File: config.mk
export PLATFORM = sky130hd
export DESIGN_NAME = pixel_arbiter_flat
export DESIGN_NICKNAME = d
export VERILOG_FILES = /design/src/rtl/pixel_arbiter_pkg.sv /design/src/rtl/pixel_arbiter_if.sv /design/src/rtl/pixel_arbiter_rr_arb2.sv /design/src/rtl/pixel_arbiter.sv /design/src/flat_wrapper.sv
export SDC_FILE = /design/constraint.sdc
export NUM_CORES = 1
export LEC_CHECK = 0
export BUFFER_PORTS_ARGS = -buffer_cell sky130_fd_sc_hd__clkbuf_2
export CORE_MARGIN = 4
export CORE_UTILIZATION = 45
export DETAILED_ROUTE_END_ITERATION = 12
export GPL_TIMING_DRIVEN = 0
export PLACE_DENSITY_LB_ADDON = 0.08
export SYNTH_ARGS = -nofsm -noshare
export SYNTH_HDL_FRONTEND = slang
export SYNTH_SLANG_ARGS = --single-unit
File: constraint.sdc
create_clock -name clk -period 2.39 [get_ports clk]
set_clock_uncertainty 0.2 [all_clocks]
set_input_delay 0.1195 -clock clk [delete_from_list [all_inputs] [get_ports clk]]
set_output_delay 0.1195 -clock clk [all_outputs]
set_load 0.01 [all_outputs]
File: src/rtl/pixel_arbiter_pkg.sv
// pixel_arbiter_pkg
// Shared definitions for the pixel arbiter: FSM state encoding, visible
// screen height and the off-screen test used by the optional clipping path.
package pixel_arbiter_pkg;

    typedef enum logic [1:0] {
        PA_WAIT_CLEAR = 2'd0,
        PA_IDLE       = 2'd1,
        PA_ISSUE      = 2'd2,
        PA_WAIT_DONE  = 2'd3
    } pa_state_e;

    localparam logic [7:0] SCREEN_HEIGHT = 8'd192;

    function automatic logic is_offscreen(input logic [7:0] y);
        return (y >= SCREEN_HEIGHT);
    endfunction

endpackage

File: src/rtl/pixel_arbiter_if.sv
// pixel_arbiter_if
// Bundles the two requester handshakes and the pixel_writer port.
//   master : arbiter side (takes requests and writer status, drives acks and
//            the pixel write strobe/data)
//   slave  : requester / pixel_writer side
// Signals:
//   req0/req1, rgb0/x0/y0, rgb1/x1/y1 : requests with 8-bit pixel data
//   ack0/ack1                         : one-cycle capture acknowledge
//   clear_screen_done, pixel_wr_done  : pixel_writer status
//   pixel_en, pixel_rgb/x/y           : pixel write strobe and data
interface pixel_arbiter_if;
    logic       req0, req1;
    logic [7:0] rgb0, x0, y0;
    logic [7:0] rgb1, x1, y1;
    logic       ack0, ack1;
    logic       clear_screen_done;
    logic       pixel_wr_done;
    logic       pixel_en;
    logic [7:0] pixel_rgb, pixel_x, pixel_y;

    modport master (
        input  req0, req1, rgb0, x0, y0, rgb1, x1, y1,
        input  clear_screen_done, pixel_wr_done,
        output ack0, ack1, pixel_en, pixel_rgb, pixel_x, pixel_y
    );

    modport slave (
        output req0, req1, rgb0, x0, y0, rgb1, x1, y1,
        output clear_screen_done, pixel_wr_done,
        input  ack0, ack1, pixel_en, pixel_rgb, pixel_x, pixel_y
    );
endinterface

File: src/rtl/pixel_arbiter_rr_arb2.sv
// rr_arb2
// Two-way arbiter: combinational pick plus a registered round-robin pointer.
// Ports:
//   clk, rst_n   : clock, synchronous active-low reset
//   req0, req1   : requests
//   grant_en     : the pick is consumed this cycle (pointer advances)
//   valid        : at least one request present
//   winner       : 0 = req0 wins, 1 = req1 wins
// FIXED_PRIO = 1 makes req0 win whenever it is high.
module rr_arb2 #(
    parameter int FIXED_PRIO = 0
) (
    input  logic clk,
    input  logic rst_n,
    input  logic req0,
    input  logic req1,
    input  logic grant_en,
    output logic valid,
    output logic winner
);
    // Names the requester favoured when both ask; 0 after reset.
    logic ptr;

    always_comb begin
        valid  = req0 | req1;
        winner = ~req0;
        if (FIXED_PRIO == 0 && req0 && req1) begin
            winner = ptr;
        end
    end

    // After a grant the loser becomes the favoured requester.
    always_ff @(posedge clk) begin
        if (!rst_n) begin
            ptr <= 1'b0;
        end else if (grant_en && valid) begin
            ptr <= ~winner;
        end
    end
endmodule

File: src/rtl/pixel_arbiter.sv
// pixel_arbiter
// Shares the pixel_writer write port between the CPU graphics path (req0) and
// the blitter/sprite engine (req1). Nothing is granted until the power-up
// screen clear completes; each grant captures the winner's pixel, pulses
// pixel_en/ackN for one cycle and then waits for pixel_wr_done (or a timeout)
// before the next grant.
// Ports:
//   clk, rst_n  : clock, synchronous active-low reset
//   bus         : pixel_arbiter_if.master (requests, acks, pixel_writer port)
//   busy        : high in every state except IDLE
//   stall_err   : sticky, a pixel write timed out
// Parameters: FIXED_PRIO (0 round-robin, 1 req0 wins), TIMEOUT (1..255).
// Build option: PIXEL_ARB_CLIP_EN - requests with y >= 192 are acked but
// not written.
//
// state         | meaning
// WAIT_CLEAR    | screen clear in progress, no grants
// IDLE          | ready, arbitrating requests
// ISSUE         | pixel_en/ack strobe cycle
// WAIT_DONE     | waiting for pixel_wr_done or timeout
module pixel_arbiter
    import pixel_arbiter_pkg::*;
#(
    parameter int FIXED_PRIO = 0,
    parameter int TIMEOUT    = 255
) (
    input  logic            clk,
    input  logic            rst_n,
    pixel_arbiter_if.master bus,
    output logic            busy,
    output logic            stall_err
);
    localparam logic [7:0] TMO_LAST = 8'(TIMEOUT - 1);

    pa_state_e  state;
    logic [7:0] tmo_cnt;
    logic       issue_clip;
    logic       arb_valid, arb_winner, grant_en, clip;
    logic [7:0] sel_rgb, sel_x, sel_y;

    assign grant_en = (state == PA_IDLE);

    rr_arb2 #(.FIXED_PRIO(FIXED_PRIO)) u_rr (
        .clk      (clk),
        .rst_n    (rst_n),
        .req0     (bus.req0),
        .req1     (bus.req1),
        .grant_en (grant_en),
        .valid    (arb_valid),
        .winner   (arb_winner)
    );

    assign sel_rgb = arb_winner ? bus.rgb1 : bus.rgb0;
    assign sel_x   = arb_winner ? bus.x1   : bus.x0;
    assign sel_y   = arb_winner ? bus.y1   : bus.y0;

`ifdef PIXEL_ARB_CLIP_EN
    assign clip = is_offscreen(sel_y);
`else
    assign clip = 1'b0;
`endif

    always_ff @(posedge clk) begin
        if (!rst_n) begin
            state         <= PA_WAIT_CLEAR;
            busy          <= 1'b1;
            stall_err     <= 1'b0;
            tmo_cnt       <= 8'd0;
            issue_clip    <= 1'b0;
            bus.pixel_en  <= 1'b0;
            bus.ack0      <= 1'b0;
            bus.ack1      <= 1'b0;
            bus.pixel_rgb <= 8'd0;
            bus.pixel_x   <= 8'd0;
            bus.pixel_y   <= 8'd0;
        end else begin
            bus.pixel_en <= 1'b0;
            bus.ack0     <= 1'b0;
            bus.ack1     <= 1'b0;
            unique case (state)
                PA_WAIT_CLEAR: begin
                    if (bus.clear_screen_done) begin
                        state <= PA_IDLE;
                        busy  <= 1'b0;
                    end
                end
                PA_IDLE: begin
                    if (arb_valid) begin
                        bus.ack0   <= ~arb_winner;
                        bus.ack1   <= arb_winner;
                        state      <= PA_ISSUE;
                        busy       <= 1'b1;
                        issue_clip <= clip;
                        // A clipped request still spends the ack cycle in
                        // ISSUE so its held req is not granted twice.
                        if (!clip) begin
                            bus.pixel_en  <= 1'b1;
                            bus.pixel_rgb <= sel_rgb;
                            bus.pixel_x   <= sel_x;
                            bus.pixel_y   <= sel_y;
                        end
                    end
                end
                PA_ISSUE: begin
                    tmo_cnt <= 8'd0;
                    if (issue_clip) begin
                        state <= PA_IDLE;
                        busy  <= 1'b0;
                    end else begin
                        state <= PA_WAIT_DONE;
                    end
                end
                PA_WAIT_DONE: begin
                    if (bus.pixel_wr_done) begin
                        state <= PA_IDLE;
                        busy  <= 1'b0;
                    end else if (tmo_cnt == TMO_LAST) begin
                        stall_err <= 1'b1;
                        state     <= PA_IDLE;
                        busy      <= 1'b0;
                    end else begin
                        tmo_cnt <= tmo_cnt + 8'd1;
                    end
                end
            endcase
        end
    end
endmodule

File: src/flat_wrapper.sv
// flat-port wrapper written by rule: the top's interface ports become plain ports
module pixel_arbiter_flat import pixel_arbiter_pkg::*;
#(
    parameter int FIXED_PRIO = 0,
    parameter int TIMEOUT    = 255
)
  (clk, rst_n, busy, stall_err, bus_req0, bus_req1, bus_rgb0, bus_x0, bus_y0, bus_rgb1, bus_x1, bus_y1, bus_clear_screen_done, bus_pixel_wr_done, bus_ack0, bus_ack1, bus_pixel_en, bus_pixel_rgb, bus_pixel_x, bus_pixel_y);
  pixel_arbiter_if bus_i ();
  input  logic clk;
  input  logic rst_n;
  output logic busy;
  output logic stall_err;
  input wire logic [$bits(bus_i.req0)-1:0] bus_req0;
  input wire logic [$bits(bus_i.req1)-1:0] bus_req1;
  input wire logic [$bits(bus_i.rgb0)-1:0] bus_rgb0;
  input wire logic [$bits(bus_i.x0)-1:0] bus_x0;
  input wire logic [$bits(bus_i.y0)-1:0] bus_y0;
  input wire logic [$bits(bus_i.rgb1)-1:0] bus_rgb1;
  input wire logic [$bits(bus_i.x1)-1:0] bus_x1;
  input wire logic [$bits(bus_i.y1)-1:0] bus_y1;
  input wire logic [$bits(bus_i.clear_screen_done)-1:0] bus_clear_screen_done;
  input wire logic [$bits(bus_i.pixel_wr_done)-1:0] bus_pixel_wr_done;
  output wire logic [$bits(bus_i.ack0)-1:0] bus_ack0;
  output wire logic [$bits(bus_i.ack1)-1:0] bus_ack1;
  output wire logic [$bits(bus_i.pixel_en)-1:0] bus_pixel_en;
  output wire logic [$bits(bus_i.pixel_rgb)-1:0] bus_pixel_rgb;
  output wire logic [$bits(bus_i.pixel_x)-1:0] bus_pixel_x;
  output wire logic [$bits(bus_i.pixel_y)-1:0] bus_pixel_y;
  assign bus_i.req0 = bus_req0;
  assign bus_i.req1 = bus_req1;
  assign bus_i.rgb0 = bus_rgb0;
  assign bus_i.x0 = bus_x0;
  assign bus_i.y0 = bus_y0;
  assign bus_i.rgb1 = bus_rgb1;
  assign bus_i.x1 = bus_x1;
  assign bus_i.y1 = bus_y1;
  assign bus_i.clear_screen_done = bus_clear_screen_done;
  assign bus_i.pixel_wr_done = bus_pixel_wr_done;
  assign bus_ack0 = bus_i.ack0;
  assign bus_ack1 = bus_i.ack1;
  assign bus_pixel_en = bus_i.pixel_en;
  assign bus_pixel_rgb = bus_i.pixel_rgb;
  assign bus_pixel_x = bus_i.pixel_x;
  assign bus_pixel_y = bus_i.pixel_y;
  pixel_arbiter #(.FIXED_PRIO(FIXED_PRIO), .TIMEOUT(TIMEOUT)) u_core (.clk(clk), .rst_n(rst_n), .bus(bus_i), .busy(busy), .stall_err(stall_err));
endmodule
Word level (Yosys, flattened, before mapping):

Index checks and enable logic that the tools add are counted.
W data, S select, Z words.

* bits in registers: 40
* logic and storage cells: 55
* output and inout bits: 29

* reductions and logical operators: 11
* equality and inequality tests: 9
* add/sub/neg operators: 1
* bitwise logic cells: 5
* muxes and demuxes: 18

Operator list (number)
* $mux W8: 5
* $pmux W8 S2: 1
* $reduce_and A3 Y1: 4
* $add A8 B1 Y8 const B: 1
* $eq A8 B8 Y1 const B: 1
* $mux W2: 4
* $pmux W2 S4: 1
* $mux W1: 6
* $ne A2 B2 Y1 const B: 3
* $eq A2 B2 Y1 const B: 2
* $not A1 Y1: 4
* $reduce_and A2 Y1: 2
* $reduce_and A4 Y1: 1
* $ne A3 B2 Y1 const B: 1
* $pmux W1 S3: 1
* $eq A2 B1 Y1 const B: 1
* $logic_and A1 B1 Y1: 2
* $logic_not A2 Y1: 1
* $ne A2 B1 Y1 const B: 1
* $reduce_bool A2 Y1: 1
* $or A1 B1 Y1: 1

Depth between registers and ports, before layout:

* depth after elaboration: 4
* mapped depth: 8
* mapped depth without buffers: 6

Hierarchy:

From an unflattened synthesis, not the netlist that was laid out.

* cell total of the unflattened synthesis: 195
* area total of the unflattened synthesis: 1925.6 um^2

Modules (own cells, without submodules)
* pixel_arbiter: instances 1, area an instance 1869.3 um^2, sequential area each 780.7 um^2, cells each 188
* rr_arb2: instances 1, area an instance 56.3 um^2, sequential area each 20.0 um^2, cells each 7

Worst setup path before layout:

No wires, ideal clock.

* kind: register to register
* start: reg u_core.state[1]
* end: reg u_core.bus.pixel_rgb[0]
* buffers on the path: 2
* cell stages (with the launch flop): 9
* arrival time: 1475 ps
* required time: 2067 ps
* path slack: 592 ps
* period minus slack after synthesis: 1798 ps
* cell sequence: dfxtp_1 > inv_1 > ha_1 > o21ai_1 > and2_1 > clkbuf_1 > buf_2 > a222oi_1 > inv_1

* cells in the longest elaborated chain, start to end: 2

RTL lines
* from (decl): RTL line pixel_arbiter.sv:35 `pa_state_e state;`
* from (signal assigned): RTL line pixel_arbiter.sv:65 `state <= PA_WAIT_CLEAR;`
* from (signal assigned): RTL line pixel_arbiter.sv:83 `state <= PA_IDLE;`
* from (signal assigned): RTL line pixel_arbiter.sv:91 `state <= PA_ISSUE;`
* $eq A2 B1 Y1
* net u_core.grant_en: RTL line pixel_arbiter.sv:38 `logic arb_valid, arb_winner, grant_en, clip;`
* $reduce_and A2 Y1 (no line)
* to (signal assigned): RTL line pixel_arbiter.sv:98 `bus.pixel_rgb <= sel_rgb;`
* to (decl): RTL line pixel_arbiter_if.sv:24 `output ack0, ack1, pixel_en, pixel_rgb, pixel_x, pixel_y`

The timed path passes the listed nets, and every way through them passes these cells.
A chain may end at the register's enable or synchronous reset.

Worst setup path after layout:

* start: reg u_core.state[1]
* end: reg u_core.bus.pixel_x[1]

* cells in the longest elaborated chain, start to end: 2

RTL lines
* $eq A2 B1 Y1
* net u_core.grant_en: RTL line pixel_arbiter.sv:38
* $reduce_and A2 Y1 (no line)
* to (signal assigned): RTL line pixel_arbiter.sv:99 `bus.pixel_x <= sel_x;`
* to (decl): RTL line pixel_arbiter_if.sv:24

The timed path passes the listed nets, and every way through them passes these cells.

==> results.md <==
- Met1 global-route usage: 27.90%
- Starting Density: 48.42%
- Commonest cells in the netlist: dfxtp_1 (40), inv_1 (28), a222oi_1 (24)
- Core box area: 3442 um^2
- Cell area after layout: 2721 um^2
- DRC viols: 0
- Cells on Worst Hold Path: 3
- Diode count: 0
- Cell Area, Synth: 1667 um^2
- Number of global-route vias before repair: 1812
- Mapped Cells: 169
- Antenna viol nets, final: 0
- #FFs+latches synth: 40
- Routed WL: 5588 um
- Slew headroom: 68.17%
- RSZ-0062 raised after global routing: no
- Clk Latency, worst-skew pair: 0.29 ns
- CTS buffer count: 5
- Synthesis Warnings: 0
- Final Cycle Share: 96.93%
- Grt ovf: 0
- FILL cells: 224
- Cell count of the worst reg-to-reg path: 7
- Sequential Area: 802.0 um^2
- Area share of the largest cell type after synthesis: 48.05%
- Grt met3 use: 5.997%
- Cell taking the most area after synthesis: dfxtp_1
- CTS Buffer Depth: 2
- Gr usage total: 24.39%
- Area of the multi-input gates: 720.7 um^2
- Avg Cell Area, Syn: 9.862 um^2
- Hold Startpoint: rst_n
- P&R area growth vs syn: 63.29%
- DP Area: 2135 um^2
- Initial DRC Count: 162
- Worst vdd ir: 0.5365 mV
- Reg-to-reg slack, setup: 0.07 ns
- Chip Width: 68.86 um
- Slew Viols, Final: 0
- Lkg Pwr: 1.421 nW
- PortBufs: 82
- CTS HTree Levels: 2
- Distinct cells, synth: 34
- Status: finished clean
- DP Cell Count: 297
- Die Footprint: 4741 um^2
- TritonCTS clock tree: built
- Max-cap violations: 0
- Fin. Hold Viols: 0
- Die Ht: 68.86 um
- Worst r2r src: u_core.state[1]
- Post-synth EDFFs: 0
- I/O pin total: 83
- Setup violators final: 0
- Hold crit path type: in -> reg
- Drt via density: 5.331
- Final std cells w/o fill: 353
- GRT busiest layer: met2
- Via Count: 1882
- Clock Sinks: 40
- Critical Path End Type: flip-flop
- TritonRoute pass-1 iters: 5
- Largest cells by area after synthesis: dfxtp_1 (48%), a222oi_1 (14%), inv_1 (6.3%)
- Share of layout cells above drive strength 1: 33.22%
- First-pass GRT wire length: 8549 um
- Avg WL per Cell: 15.83 um
- CTS Root Cell: clkbuf_8
- WP data required: 2.38 ns
- Max FO, Critical Path: 7
- Final WS setup: 0.07341 ns
- Top_reg_cell synth: dfxtp_1
- Net Count, Synth: 230
- Worst Setup Start Kind: flip-flop
- Worst Hold Slack: 0.02350 ns
- Count leader, synth: dfxtp_1
- Place WS: 0.3604 ns
- Hold path endpoint: u_core.busy
- CTS clock-pin slew for the worst setup and hold paths: 0.08 ns
- Final #Nets: 368
- Rows: 21
- Worst Tran Pin Value: 0.4775 ns
- Dpl hpwl: 2990 um
- Pwr Density: 733.9 nW/um^2
- Pin count of the biggest net entering global routing: 13
- Worst R2R End: u_core.bus.pixel_x[1]
- Antenna violations before repair: 0
- GPL Wtd Cong: 0.7666
- Tmin final: 2.317 ns
- Crit Path Category: reg -> reg
- Met2 GRT Util: 43.69%
- Worst EP arrival: 2.31 ns
- Async SR Flop Fraction: 0%
- Max Clk Rate: 0.4317 GHz
- Sequential share of the synthesized area: 48.05%
- Fin Setup TNS: 0 ns
## per-stage QoR
stage	utilization, %	power, W
after CTS	78.92	0.001969
after floorplan	-	0.001230
after global placement	62.01	0.001450
after global routing	79.06	0.002115
final	79.06	0.001997
after detailed placement	62.01	0.001460
## final cells by class
| type | instances | share of cell area [%] |
|---|---|---|
| Buffer | 8 | 1.609 |
| Clock buffer | 5 | 2.529 |
| Clock inverter | 2 | 0.4598 |
| Inverter | 28 | 3.862 |
| Multi-Input combinational cell | 92 | 26.48 |
| Sequential cell | 40 | 29.47 |
| Tap cell | 46 | 2.115 |
| Timing Repair Buffer | 132 | 33.47 |
## worst max-delay path, stage by stage, from the launching register on
cell and delay, ns:
dfxtp_1 0.34, inv_1 0.10, ha_2 0.23, o21ai_1 0.08
and2_2 0.25, a222oi_1 0.36, dlygate4sd3_1 0.61, inv_1 0.04
## repair_timing
item / CTS / global route
endpoints found under the hold margin: 25 / 1
hold buffers: 50 / 1
gates resized for setup: 0 / 4
setup buffers: 0 / 0
endpoints found under the setup margin: 0 / 5
## cells by family (layout without fill, tap and decap cells)
group	after synthesis	count (layout)	synth area share, %
compound gates	42	42	22.00
xor+xnor	4	4	2.102
fa+ha+maj	7	7	5.255
flops	40	40	48.05
buf+inv	37	175	9.159
simple gates	38	38	12.84
mux	1	1	0.6006
## report_power, final
part	internal, W	switching, W	total [W]
registers	0.000798	0.0000823	0.000881
logic	0.000337	0.000354	0.000691
clock network	0.000197	0.000228	0.000425
total	0.00133	0.000664	0.00200
## how the worst max path moves through the flow
stage,start,endpoint,slack [ns],cells past startpoint
floorplan,u_core.state[1],u_core.bus.pixel_rgb[0],0.59,8
global placement,u_core.state[1],u_core.bus.pixel_rgb[7],0.36,8
detailed placement,u_core.state[0],u_core.bus.pixel_y[3],0.36,7
CTS,u_core.state[0],u_core.bus.pixel_x[1],0.04,7
global route,u_core.state[1],u_core.bus.pixel_x[2],0.005,7
finish,u_core.state[1],u_core.bus.pixel_x[1],0.07,7
## layer usage
layer | up-vias | share of wire [%]
met2 | 98 | 50
li1 | 906 | -
met4 | 0 | 2.2
met1 | 864 | 39
met5 | - | 0
met3 | 14 | 8.6
## flip-flops by register name, summed over array words and instances (netlist names), 2 cells and up
name / cells
u_core.bus.pixel_rgb: 8
u_core.bus.pixel_x: 8
u_core.bus.pixel_y: 8
u_core.state: 2
u_core.tmo_cnt: 8
## placed cells by master, fill, tap and decap left out, types with 2 or more instances in the layout
master         count
a21boi_0           2
dfxtp_1           39
buf_2              5
nor2_1             8
and3_1             2
nand4_1            2
inv_1             28
or4_1              2
o21a_1             2
a21oi_1            3
xor2_1             4
nand2_1            7
ha_1               6
clkbuf_8           5
o211ai_1           4
nand3_1            4
dlygate4sd3_1     50
a222oi_1          24
nor2b_1            2
and4_1             2
buf_4              2
clkbuf_2          82
o31ai_1            2
No activity file was read; power rests on OpenSTA's default activity.
